$ cat src/rtl/csi_hdr_ecc_check_pkg.sv
// ============================================================================
//  Module   : csi_ecc_pkg
//  Purpose  : Shared constants, status encoding and parity helper for the
//             CSI-2 packet-header ECC checker.
//  Revision : 1.0 - initial release
// ============================================================================
`default_nettype none

package csi_ecc_pkg;

  localparam int SYN_W  = 6;
  localparam int HDR_W  = 32;
  localparam int DATA_W = 24;

  // Column value of each data bit: the set of parity bits P5..P0 it feeds.
  // Listed from bit 23 down to bit 0.
  localparam logic [DATA_W-1:0][SYN_W-1:0] c_col_tbl = {
    6'h3B, 6'h37, 6'h2F, 6'h1F,
    6'h38, 6'h34, 6'h32, 6'h31, 6'h2C, 6'h2A, 6'h29, 6'h26, 6'h25, 6'h23,
    6'h1C, 6'h1A, 6'h19, 6'h16, 6'h15, 6'h13, 6'h0E, 6'h0D, 6'h0B, 6'h07
  };

  // Per-channel check result; ECC_NONE marks a disabled channel.
  typedef enum logic [1:0] {
    ECC_NONE   = 2'd0,
    ECC_OK     = 2'd1,
    ECC_CORR   = 2'd2,
    ECC_UNCORR = 2'd3
  } ecc_status_t;

  // Six parity bits over the 24 header data bits.
  function automatic logic [SYN_W-1:0] ecc_parity(input logic [DATA_W-1:0] d);
    logic [SYN_W-1:0] p;
    p = '0;
    for (int j = 0; j < DATA_W; j++) begin
      if (d[j]) p = p ^ c_col_tbl[j];
    end
    return p;
  endfunction

endpackage

`default_nettype wire

$ cat src/rtl/csi_hdr_ecc_check_syndrome.sv
// ============================================================================
//  Module   : csi_ecc_syndrome
//  Purpose  : Combinational ECC logic for one header: syndrome generation on
//             the incoming header, and correction/classification of a
//             previously registered header and syndrome.
//  Revision : 1.0 - initial release
// ============================================================================
`default_nettype none

module csi_ecc_syndrome
  import csi_ecc_pkg::*;
(
  input  logic [HDR_W-1:0] hdr,
  output logic [SYN_W-1:0] syn,
  input  logic [HDR_W-1:0] fix_hdr_in,
  input  logic [SYN_W-1:0] fix_syn,
  input  logic             fix_en,
  output logic [HDR_W-1:0] fix_hdr_out,
  output ecc_status_t      fix_status
);

  logic [DATA_W-1:0] w_flip;
  logic              w_hit;
  logic              w_ecc_bit_err;
  logic [DATA_W-1:0] w_fixed_data;
  logic [1:0]        w_unused_ecc_hi;

  // Received ECC[7:6] carry no information and are ignored.
  assign w_unused_ecc_hi = hdr[31:30];
  assign syn = hdr[29:24] ^ ecc_parity(hdr[23:0]);

  // Locate the data bit whose column matches the syndrome.
  always_comb begin
    w_flip = '0;
    w_hit  = 1'b0;
    for (int j = 0; j < DATA_W; j++) begin
      if (fix_syn == c_col_tbl[j]) begin
        w_flip[j] = 1'b1;
        w_hit     = 1'b1;
      end
    end
  end

  // A one-hot syndrome points at a flipped ECC bit; the data is intact.
  assign w_ecc_bit_err = $onehot(fix_syn);
  assign w_fixed_data  = fix_hdr_in[23:0] ^ w_flip;

  // Classify and build the outgoing header with a regenerated ECC byte.
  always_comb begin
    fix_hdr_out = fix_hdr_in;
    fix_status  = ECC_NONE;
    if (fix_en) begin
      if ((fix_syn == '0) || w_hit || w_ecc_bit_err) begin
        fix_hdr_out = {2'b00, ecc_parity(w_fixed_data), w_fixed_data};
        fix_status  = (fix_syn == '0) ? ECC_OK : ECC_CORR;
      end else begin
        fix_status  = ECC_UNCORR;
      end
    end
  end

endmodule

`default_nettype wire

$ cat src/rtl/csi_hdr_ecc_check.sv
// ============================================================================
//  Module   : csi_hdr_ecc_check
//  Purpose  : Two-stage pipelined MIPI CSI-2 packet-header ECC checker and
//             corrector for NUM_CH headers per beat, valid/ready handshake.
//             Build option HDR_ECC_ERR_CNT_EN adds saturating counters of
//             corrected and uncorrectable headers.
//  Revision : 1.0 - initial release
// ============================================================================
`default_nettype none

module csi_hdr_ecc_check
  import csi_ecc_pkg::*;
#(
  parameter int NUM_CH = 1,
  parameter int CNT_W  = 16
) (
  input  logic                    clk,
  input  logic                    rst_n,
  input  logic                    s_valid,
  output logic                    s_ready,
  input  logic [HDR_W*NUM_CH-1:0] s_hdr,
  input  logic [NUM_CH-1:0]       s_chen,
  output logic                    m_valid,
  input  logic                    m_ready,
  output logic [HDR_W*NUM_CH-1:0] m_hdr,
  output logic [NUM_CH-1:0]       m_ok,
  output logic [NUM_CH-1:0]       m_corr,
  output logic [NUM_CH-1:0]       m_uncorr,
  output logic [CNT_W-1:0]        cnt_corr,
  output logic [CNT_W-1:0]        cnt_uncorr,
  input  logic                    cnt_clr
);

  logic                    r_s1_valid;
  logic [HDR_W*NUM_CH-1:0] r_s1_hdr;
  logic [SYN_W*NUM_CH-1:0] r_s1_syn;
  logic [NUM_CH-1:0]       r_s1_en;

  logic                    r_m_valid;
  logic [HDR_W*NUM_CH-1:0] r_m_hdr;
  logic [NUM_CH-1:0]       r_m_ok;
  logic [NUM_CH-1:0]       r_m_corr;
  logic [NUM_CH-1:0]       r_m_uncorr;

  logic [SYN_W*NUM_CH-1:0] w_syn;
  logic [HDR_W*NUM_CH-1:0] w_fix_hdr;
  ecc_status_t             w_status [NUM_CH];
  logic [NUM_CH-1:0]       w_ok;
  logic [NUM_CH-1:0]       w_corr;
  logic [NUM_CH-1:0]       w_uncorr;
  logic                    w_s2_load;

  // Output stage takes a new beat when empty or drained this cycle; stage 1
  // then follows whenever it is empty or moves into the output stage.
  assign w_s2_load = !r_m_valid || m_ready;
  assign s_ready   = !r_s1_valid || w_s2_load;

  generate
    for (genvar c = 0; c < NUM_CH; c++) begin : g_ch
      csi_ecc_syndrome u_syn (
        .hdr         (s_hdr[HDR_W*c +: HDR_W]),
        .syn         (w_syn[SYN_W*c +: SYN_W]),
        .fix_hdr_in  (r_s1_hdr[HDR_W*c +: HDR_W]),
        .fix_syn     (r_s1_syn[SYN_W*c +: SYN_W]),
        .fix_en      (r_s1_en[c]),
        .fix_hdr_out (w_fix_hdr[HDR_W*c +: HDR_W]),
        .fix_status  (w_status[c])
      );
      assign w_ok[c]     = (w_status[c] == ECC_OK);
      assign w_corr[c]   = (w_status[c] == ECC_CORR);
      assign w_uncorr[c] = (w_status[c] == ECC_UNCORR);
    end
  endgenerate

  // Stage 1: capture accepted header, enables and syndrome.
  always_ff @(posedge clk or negedge rst_n) begin
    if (!rst_n) begin
      r_s1_valid <= 1'b0;
      r_s1_hdr   <= '0;
      r_s1_syn   <= '0;
      r_s1_en    <= '0;
    end else if (s_ready) begin
      r_s1_valid <= s_valid;
      if (s_valid) begin
        r_s1_hdr <= s_hdr;
        r_s1_syn <= w_syn;
        r_s1_en  <= s_chen;
      end
    end
  end

  // Stage 2: register corrected headers and status; held while stalled.
  always_ff @(posedge clk or negedge rst_n) begin
    if (!rst_n) begin
      r_m_valid  <= 1'b0;
      r_m_hdr    <= '0;
      r_m_ok     <= '0;
      r_m_corr   <= '0;
      r_m_uncorr <= '0;
    end else if (w_s2_load) begin
      r_m_valid <= r_s1_valid;
      if (r_s1_valid) begin
        r_m_hdr    <= w_fix_hdr;
        r_m_ok     <= w_ok;
        r_m_corr   <= w_corr;
        r_m_uncorr <= w_uncorr;
      end
    end
  end

  assign m_valid  = r_m_valid;
  assign m_hdr    = r_m_hdr;
  assign m_ok     = r_m_ok;
  assign m_corr   = r_m_corr;
  assign m_uncorr = r_m_uncorr;

`ifdef HDR_ECC_ERR_CNT_EN
  // Four spare bits hold the sum of up to 8 increments before saturation.
  localparam int SUM_W = CNT_W + 4;
  localparam logic [SUM_W-1:0] c_cnt_max = {4'b0000, {CNT_W{1'b1}}};

  logic [CNT_W-1:0] r_cnt_corr;
  logic [CNT_W-1:0] r_cnt_uncorr;
  logic [SUM_W-1:0] w_sum_corr;
  logic [SUM_W-1:0] w_sum_uncorr;
  logic             w_out_fire;

  assign w_out_fire = r_m_valid && m_ready;

  // Add this beat's flag population to each counter, clamped at all-ones.
  always_comb begin
    w_sum_corr   = {4'b0000, r_cnt_corr};
    w_sum_uncorr = {4'b0000, r_cnt_uncorr};
    for (int c = 0; c < NUM_CH; c++) begin
      w_sum_corr   = w_sum_corr   + SUM_W'(r_m_corr[c]);
      w_sum_uncorr = w_sum_uncorr + SUM_W'(r_m_uncorr[c]);
    end
    if (w_sum_corr > c_cnt_max)   w_sum_corr   = c_cnt_max;
    if (w_sum_uncorr > c_cnt_max) w_sum_uncorr = c_cnt_max;
  end

  // Counters update on output handshake; clear wins over an increment.
  always_ff @(posedge clk or negedge rst_n) begin
    if (!rst_n) begin
      r_cnt_corr   <= '0;
      r_cnt_uncorr <= '0;
    end else if (cnt_clr) begin
      r_cnt_corr   <= '0;
      r_cnt_uncorr <= '0;
    end else if (w_out_fire) begin
      r_cnt_corr   <= w_sum_corr[CNT_W-1:0];
      r_cnt_uncorr <= w_sum_uncorr[CNT_W-1:0];
    end
  end

  assign cnt_corr   = r_cnt_corr;
  assign cnt_uncorr = r_cnt_uncorr;
`else
  logic w_unused_cnt_clr;

  assign w_unused_cnt_clr = cnt_clr;
  assign cnt_corr         = '0;
  assign cnt_uncorr       = '0;
`endif

endmodule

`default_nettype wire

$ cat config.mk
export PLATFORM = sky130hd
export DESIGN_NAME = csi_hdr_ecc_check
export DESIGN_NICKNAME = d
export VERILOG_FILES = /design/src/rtl/csi_hdr_ecc_check_pkg.sv /design/src/rtl/csi_hdr_ecc_check_syndrome.sv /design/src/rtl/csi_hdr_ecc_check.sv
export SDC_FILE = /design/constraint.sdc
export NUM_CORES = 1
export LEC_CHECK = 0
export BUFFER_PORTS_ARGS = -buffer_cell sky130_fd_sc_hd__buf_2
export CAP_MARGIN = 20
export CELL_PAD_IN_SITES_DETAIL_PLACEMENT = 1
export CELL_PAD_IN_SITES_GLOBAL_PLACEMENT = 2
export CORE_ASPECT_RATIO = 0.9
export CORE_MARGIN = 10
export CORE_UTILIZATION = 35
export DETAILED_ROUTE_END_ITERATION = 10
export GPL_TIMING_DRIVEN = 0
export PLACE_DENSITY = 0.83
export SLEW_MARGIN = 10
export SYNTH_ARGS = -nofsm -noshare
export SYNTH_HDL_FRONTEND = slang
export SYNTH_SLANG_ARGS = --single-unit
$ cat constraint.sdc
create_clock -name clk -period 4.8 [get_ports clk]
set_input_delay 0.96 -clock clk [delete_from_list [all_inputs] [get_ports clk]]
set_output_delay 0.96 -clock clk [all_outputs]
set_load 0.005 [all_outputs]
Yosys cells after proc, flatten, opt, wreduce, memory -nomap -nowiden
Index checks and enable logic that the tools add are counted.
{ "totals": {"latchBits": 0, "out_inout_bits": 69, "in_bits": 38, "regBits": 76, "rom_bits": 0, "elab_cells": 245, "mem_count": 0, "ramBits": 0} }
{ "op_classes": {"eq_ne": 28, "n_shift": 0, "n_bitwise": 48, "addsub": 5, "div_mod_pow": 0, "n_mul": 0, "mux": 146, "order_cmp": 0, "reduce_logical": 9} }
{ "op_table": {"columns": ["operator", "n"], "rows": [
  ["6-bit 2-to-1 mux", 72],
  ["3-bit NOT", 35],
  ["6-bit == test, second input constant", 13],
  ["5-bit 2-to-1 mux", 14],
  ["32-bit 2-to-1 mux", 2],
  ["1-bit 2-to-1 mux", 47],
  ["6-bit by 5-bit == test with 1-bit output, second input constant", 7],
  ["5-bit NOT", 8],
  ["4-bit 2-to-1 mux", 6],
  ["24-bit bitwise XOR", 1],
  ["6-bit by 4-bit == test with 1-bit output, second input constant", 3],
  ["2-bit NOT with 3-bit output", 3],
  ["1-bit by 1-bit adder with 2-bit output", 3],
  ["3-bit adder", 2],
  ["6-bit by 3-bit == test with 1-bit output, second input constant", 1],
  ["6-bit logical NOT", 1],
  ["2-bit 2-to-1 mux", 3],
  ["3-bit 2-to-1 mux", 2],
  ["6-bit bitwise XOR", 1],
  ["2-bit == test, second input constant", 2],
  ["1-bit logical OR", 4],
  ["2-bit AND reduction", 2],
  ["3-bit by 1-bit == test with 1-bit output, second input constant", 1],
  ["2-bit by 1-bit == test with 1-bit output, second input constant", 1],
  ["1-bit logical NOT", 2]
]} }

Logic depth before layout (Yosys ltp)
{ "logic_depth": {"word_depth": 121, "mapped_depth": 13, "mapped_depth_nobuf": 11} }

By module
Synthesis repeated with hierarchy kept, for this count alone.
{ "hier_totals": {"cells_unflattened": 494, "hier_area_um2": 5656.7} }
{ "by_module_without_submodules": {"columns": ["mod", "cells_each", "seq_area_each_um2", "area_per_inst_um2", "instances"], "rows": [
  ["csi_hdr_ecc_check", 199, 1901.8, 3179.3, 1],
  ["csi_ecc_syndrome", 295, 0.0, 2477.4, 1]
]} }

Worst setup path before layout
OpenSTA, ideal clock, no wires.
{ "synth_timing": {"path_type": "register to register", "from": "reg r_s1_syn[4]", "to": "reg r_m_hdr[10], in the netlist m_hdr[10]", "setup_slack_ns": 1.989, "synth_period_minus_slack_ns": 2.811, "path_buffers": 2, "arrival_time_ns": 2.679, "path_stages_with_launch": 14, "setup_ns": 0.132, "required_ns": 4.668, "cell_sequence": "dfrtp_1 > inv_1 > ha_1 > fa_1 > ha_1 > xnor2_1 > a32o_1 > nor4_2 > a21bo_1 > buf_6 > buf_6 > nor2_1 > xnor2_1 > o21ai_1"} }
{ "synth_via": {"elab_chain_len": 29, "elab_cells_between_ends": 58, "classes_between": "add/sub: 2; eq/ne: 25; mux: 27; bitwise: 1; reduce/logical: 3"} }
{ "synth_rtl": {"columns": ["item", "line_no", "text"], "rows": [
  ["from (decl)", "csi_hdr_ecc_check.sv:36", "logic [SYN_W*NUM_CH-1:0] r_s1_syn;"],
  ["from (signal assigned)", "csi_hdr_ecc_check.sv:86", "r_s1_syn <= w_syn;"],
  ["6-bit by 3-bit == test with 1-bit output", "csi_hdr_ecc_check_syndrome.sv:37", "if (fix_syn == c_col_tbl[j]) begin"],
  ["1-bit 2-to-1 mux (24 in series)", "csi_hdr_ecc_check_syndrome.sv:37", null],
  ["1-bit logical OR (2 in series)", "csi_hdr_ecc_check_syndrome.sv:53", "if ((fix_syn == '0) || w_hit || w_ecc_bit_err) begin"],
  ["32-bit 2-to-1 mux *", "csi_hdr_ecc_check_syndrome.sv:53", null],
  ["32-bit 2-to-1 mux *", "csi_hdr_ecc_check_syndrome.sv:52", "if (fix_en) begin"],
  ["to (signal assigned)", "csi_hdr_ecc_check.sv:103", "r_m_hdr <= w_fix_hdr;"],
  ["to (decl)", "csi_hdr_ecc_check.sv:40", "logic [HDR_W*NUM_CH-1:0] r_m_hdr;"]
]} }
Every way passes the cells marked *; elsewhere a longest branch is shown, timed or not.
A chain may end at the register's enable or synchronous reset.

Final worst setup path
{ "layout_timing": {"from": "reg r_s1_syn[4]", "to": "reg r_m_hdr[6], in the netlist m_hdr[6]"} }
The elaborated chain is that of the path after synthesis.

==> results.md <==
* Status: completed
* Main combinational cell family by area after synthesis: XOR/XNOR gates
* Share of cells above drive strength 1 at 26.79%
* Number of synthesized flops with an enable pin at 0
* Final setup viols at 0
* Final period util at 68.45%
* Crit path launch type: flop
* Die ar. at 0.02047 mm2
* Comb power frac at 54.7%
* First-pass GRT wire length at 25,030 um
* CTS tree: yes
* Root Driver: clkbuf_16
* Clock buffer depth at 2
* Die Wd at 149.7 um
* Initial antenna violation count at 0
* Clk slew on worst S/H paths at 0.06 ns
* Area growth, synth to finish at 20.19%
* Clock power share at 19.7%
* Setup TNS at 0 ns
* RSZ-0062 raised after global routing: false
* Cell internal pwr at 2.165 mW
* FP Rows at 42
* Mapped cell area at 0.005299 mm2
* Multiplexer area fraction after synthesis at 7.013%
* Final RePlAce weighted congestion at 0.8978
* Type of the worst setup path: flop to flop
* Non-filler cells in the finished layout at 855
* PD cells at 578.9 mW/mm2
* CTS sink cnt at 76
* GRT Util Overall at 15.80%
* Clock skew at 0.008772 ns
* Detailed Place HPWL at 12,970 um
* Die Y at 136.7 um
* Port bufs at 73
* CP required at 5.01 ns
* # Post-CTS Setup Buffers at 0
* Switching share of power at 41.28%
* Vias in the first global route at 4,448
* Syn Inst Count at 536
* CTS Buf Count at 9
* Post-synthesis adder-cell area fraction at 3.825%
* Switching pwr at 1.522 mW
* Leak Pwr at 2.771 nW
* DRC at 0
* Final #Nets at 705
* Compound-Gate Fraction of Synth Area at 6.068%
* Post-CTS sizing at 0
* Hold-fix buffers, CTS at 0
* F_max at 0.3043 GHz
* Drt wl/cell at 18.33 um
* Routed vias/inst at 4.740
* Max_cap viols at 0
* Post-synthesis simple-gate area fraction at 11.24%
* Final count of hold timing violations at 0
* I/O pin count at 107
* Sequential Power Share at 25.6%
* Starting Density at 35.88%
* Post-synth ARST share at 100.0%
* FILL cells at 1,710
* Slew headroom at 50.65%
* DR iter-0 viols at 275
* Final Slew Violations at 0
* Largest net degree at the start of global routing at 40
* HP Class: flop to flop
* Placed Cells at 839
* Post-Synth XOR/XNOR Area at 27.13%
* Core Area at 0.01477 mm2
* Post-Syn Area per Cell at 9.886 um2
* Register bit count reported by yosys at 76
* Final Util at 43.13%
* CP Data Arrival Time at 3.50 ns
* Netlist cell types at 40
* H-tree depth at 3
* CP endpoint kind: flop
* Post-DRT Antenna Nets at 0
* Share of the yosys chip area belonging to registers at 35.89%
* Post-synth top flop: dfrtp_1
* GRT overflow at 0
* Crit-path max FO at 10
* Actual slew at the worst max-slew pin at 0.7403 ns
* Post-layout min period at 3.286 ns
* Peak supply drop at 0.2168 mV
* Worst-Skew Late Latency at 0.35 ns
* Routed WL at 15,680 um
* Yosys warning count at 0
* ANT cells at 0
* Drt pass-1 iters at 6
* Vias at 4,053
## layout make-up
class | instances | area (um2) | share of cell area (%)
clock inverters | 5 | 85.08 | 1.336
repair buffers | 74 | 387.9 | 6.090
inverters | 9 | 33.78 | 0.5305
clock buffers | 11 | 232.7 | 3.654
well taps | 198 | 247.7 | 3.890
plain buffers | 61 | 430.4 | 6.758
flip-flops and latches | 76 | 1902 | 29.86
multi-input cells | 421 | 3049 | 47.88
## metal layers
metal	vias to the layer above	GRT usage, %	wire length (um)	part of all wire [%]
li1	1925	-	-	-
met1	1994	20.65	7094	45
met2	121	25.07	7240	46
met3	13	4.589	1188	7.6
met4	0	3.991	152	0.97
met5	-	0	0	0
## power groups by stage
stage	sequential [mW]	combinational (mW)	clock [mW]
2_1_floorplan	0.915	1.48	0
3_3_place_gp	0.940	1.98	0
3_5_place_dp	0.955	2.03	0
4_1_cts	0.944	2.04	0.742
5_1_grt	0.968	2.22	0.772
6_report	0.942	2.02	0.726
## final timing paths
check,startpoint,end,slack [ns],cells after the start
setup / recovery,r_s1_syn[4]$_DFFE_PN0P_,m_hdr[6]$_DFFE_PN0P_,1.51,13
hold / removal,m_hdr[30]$_DFFE_PN0P_,m_hdr[30]$_DFFE_PN0P_,0.47,2
setup reg to reg,r_s1_syn[4]$_DFFE_PN0P_,m_hdr[6]$_DFFE_PN0P_,1.51,13
hold reg to reg,m_hdr[30]$_DFFE_PN0P_,m_hdr[30]$_DFFE_PN0P_,0.47,2
max in group asynchronous,rst_n,r_s1_hdr[18]$_DFFE_PN0P_,3.63,2
min in group asynchronous,rst_n,m_ok$_DFFE_PN0P_,0.58,1
## worst max-delay path, stage by stage, from the launching register on
cell	delay (ns)
dfrtp_1	0.41
inv_1	0.08
ha_1	0.32
fa_1	0.42
ha_1	0.20
xnor2_1	0.12
a32o_1	0.29
nor4_2	0.42
a21bo_1	0.18
buf_6	0.15
buf_6	0.16
nor2_1	0.07
xnor2_1	0.22
o21ai_1	0.09
## per-stage QoR
step | hold slack (ns) | cell area [um2] | setup slack, ns | power, mW
3_3_place_gp | 0.4492 | 6028 | 1.568 | 2.917
2_1_floorplan | 0.4608 | 5415 | 1.989 | 2.396
5_1_grt | 0.5010 | 6369 | 1.311 | 3.961
4_1_cts | 0.4764 | 6369 | 1.496 | 3.724
3_5_place_dp | 0.4622 | 6051 | 1.514 | 2.982
6_report | 0.4723 | 6369 | 1.514 | 3.687
## state kept, by name (all words and copies together) (netlist names)
name        count
m_valid         1
m_corr          1
r_s1_valid      1
m_ok            1
m_uncorr        1
r_s1_en         1
r_s1_hdr       32
m_hdr          32
r_s1_syn        6
## cell usage after synthesis, drive strengths merged (5+ instances only)
master / n / area share (%)
inv: 9 / 0.64
mux2: 33 / 7.0
xor2: 38 / 6.3
xnor2: 115 / 19
o211ai: 5 / 0.71
nand2: 54 / 3.8
ha: 13 / 3.1
nand3: 35 / 3.6
nand4: 6 / 0.71
o21ai: 35 / 3.3
nor2: 22 / 1.6
buf: 50 / 7.3
clkbuf: 11 / 0.78
dfrtp: 76 / 36
## cells by family (layout without fill, tap and decap cells)
kind of cell,count (synthesis),in the layout
simple gates,129,129
xor+xnor,157,157
flops,76,76
buf+inv,70,160
mux,33,33
other cells,1,32
compound gates,55,55
fa+ha+maj,15,15
## placed cells by master (no fill, tap or decap), drive strengths merged
| cell type | instances |
|---|---|
| a21o | 1 |
| inv | 10 |
| o22ai | 1 |
| and3 | 1 |
| xnor3 | 4 |
| clkinvlp | 1 |
| and2 | 1 |
| nand4 | 6 |
| a211oi | 1 |
| nand2b | 3 |
| a21boi | 1 |
| ha | 13 |
| nand2 | 54 |
| a32o | 1 |
| o211ai | 5 |
| buf | 124 |
| fa | 2 |
| dfrtp | 76 |
| clkbuf | 22 |
| xor2 | 38 |
| a22o | 2 |
| a22oi | 3 |
| nor3 | 3 |
| o21ai | 35 |
| xnor2 | 115 |
| mux2 | 33 |
| a21bo | 1 |
| bufinv | 2 |
| nand3 | 35 |
| a21oi | 4 |
| nand3b | 2 |
| or3 | 1 |
| nor2 | 22 |
| nor4 | 1 |
| conb | 32 |
| clkinv | 1 |
(Power assumes the default switching activity.)
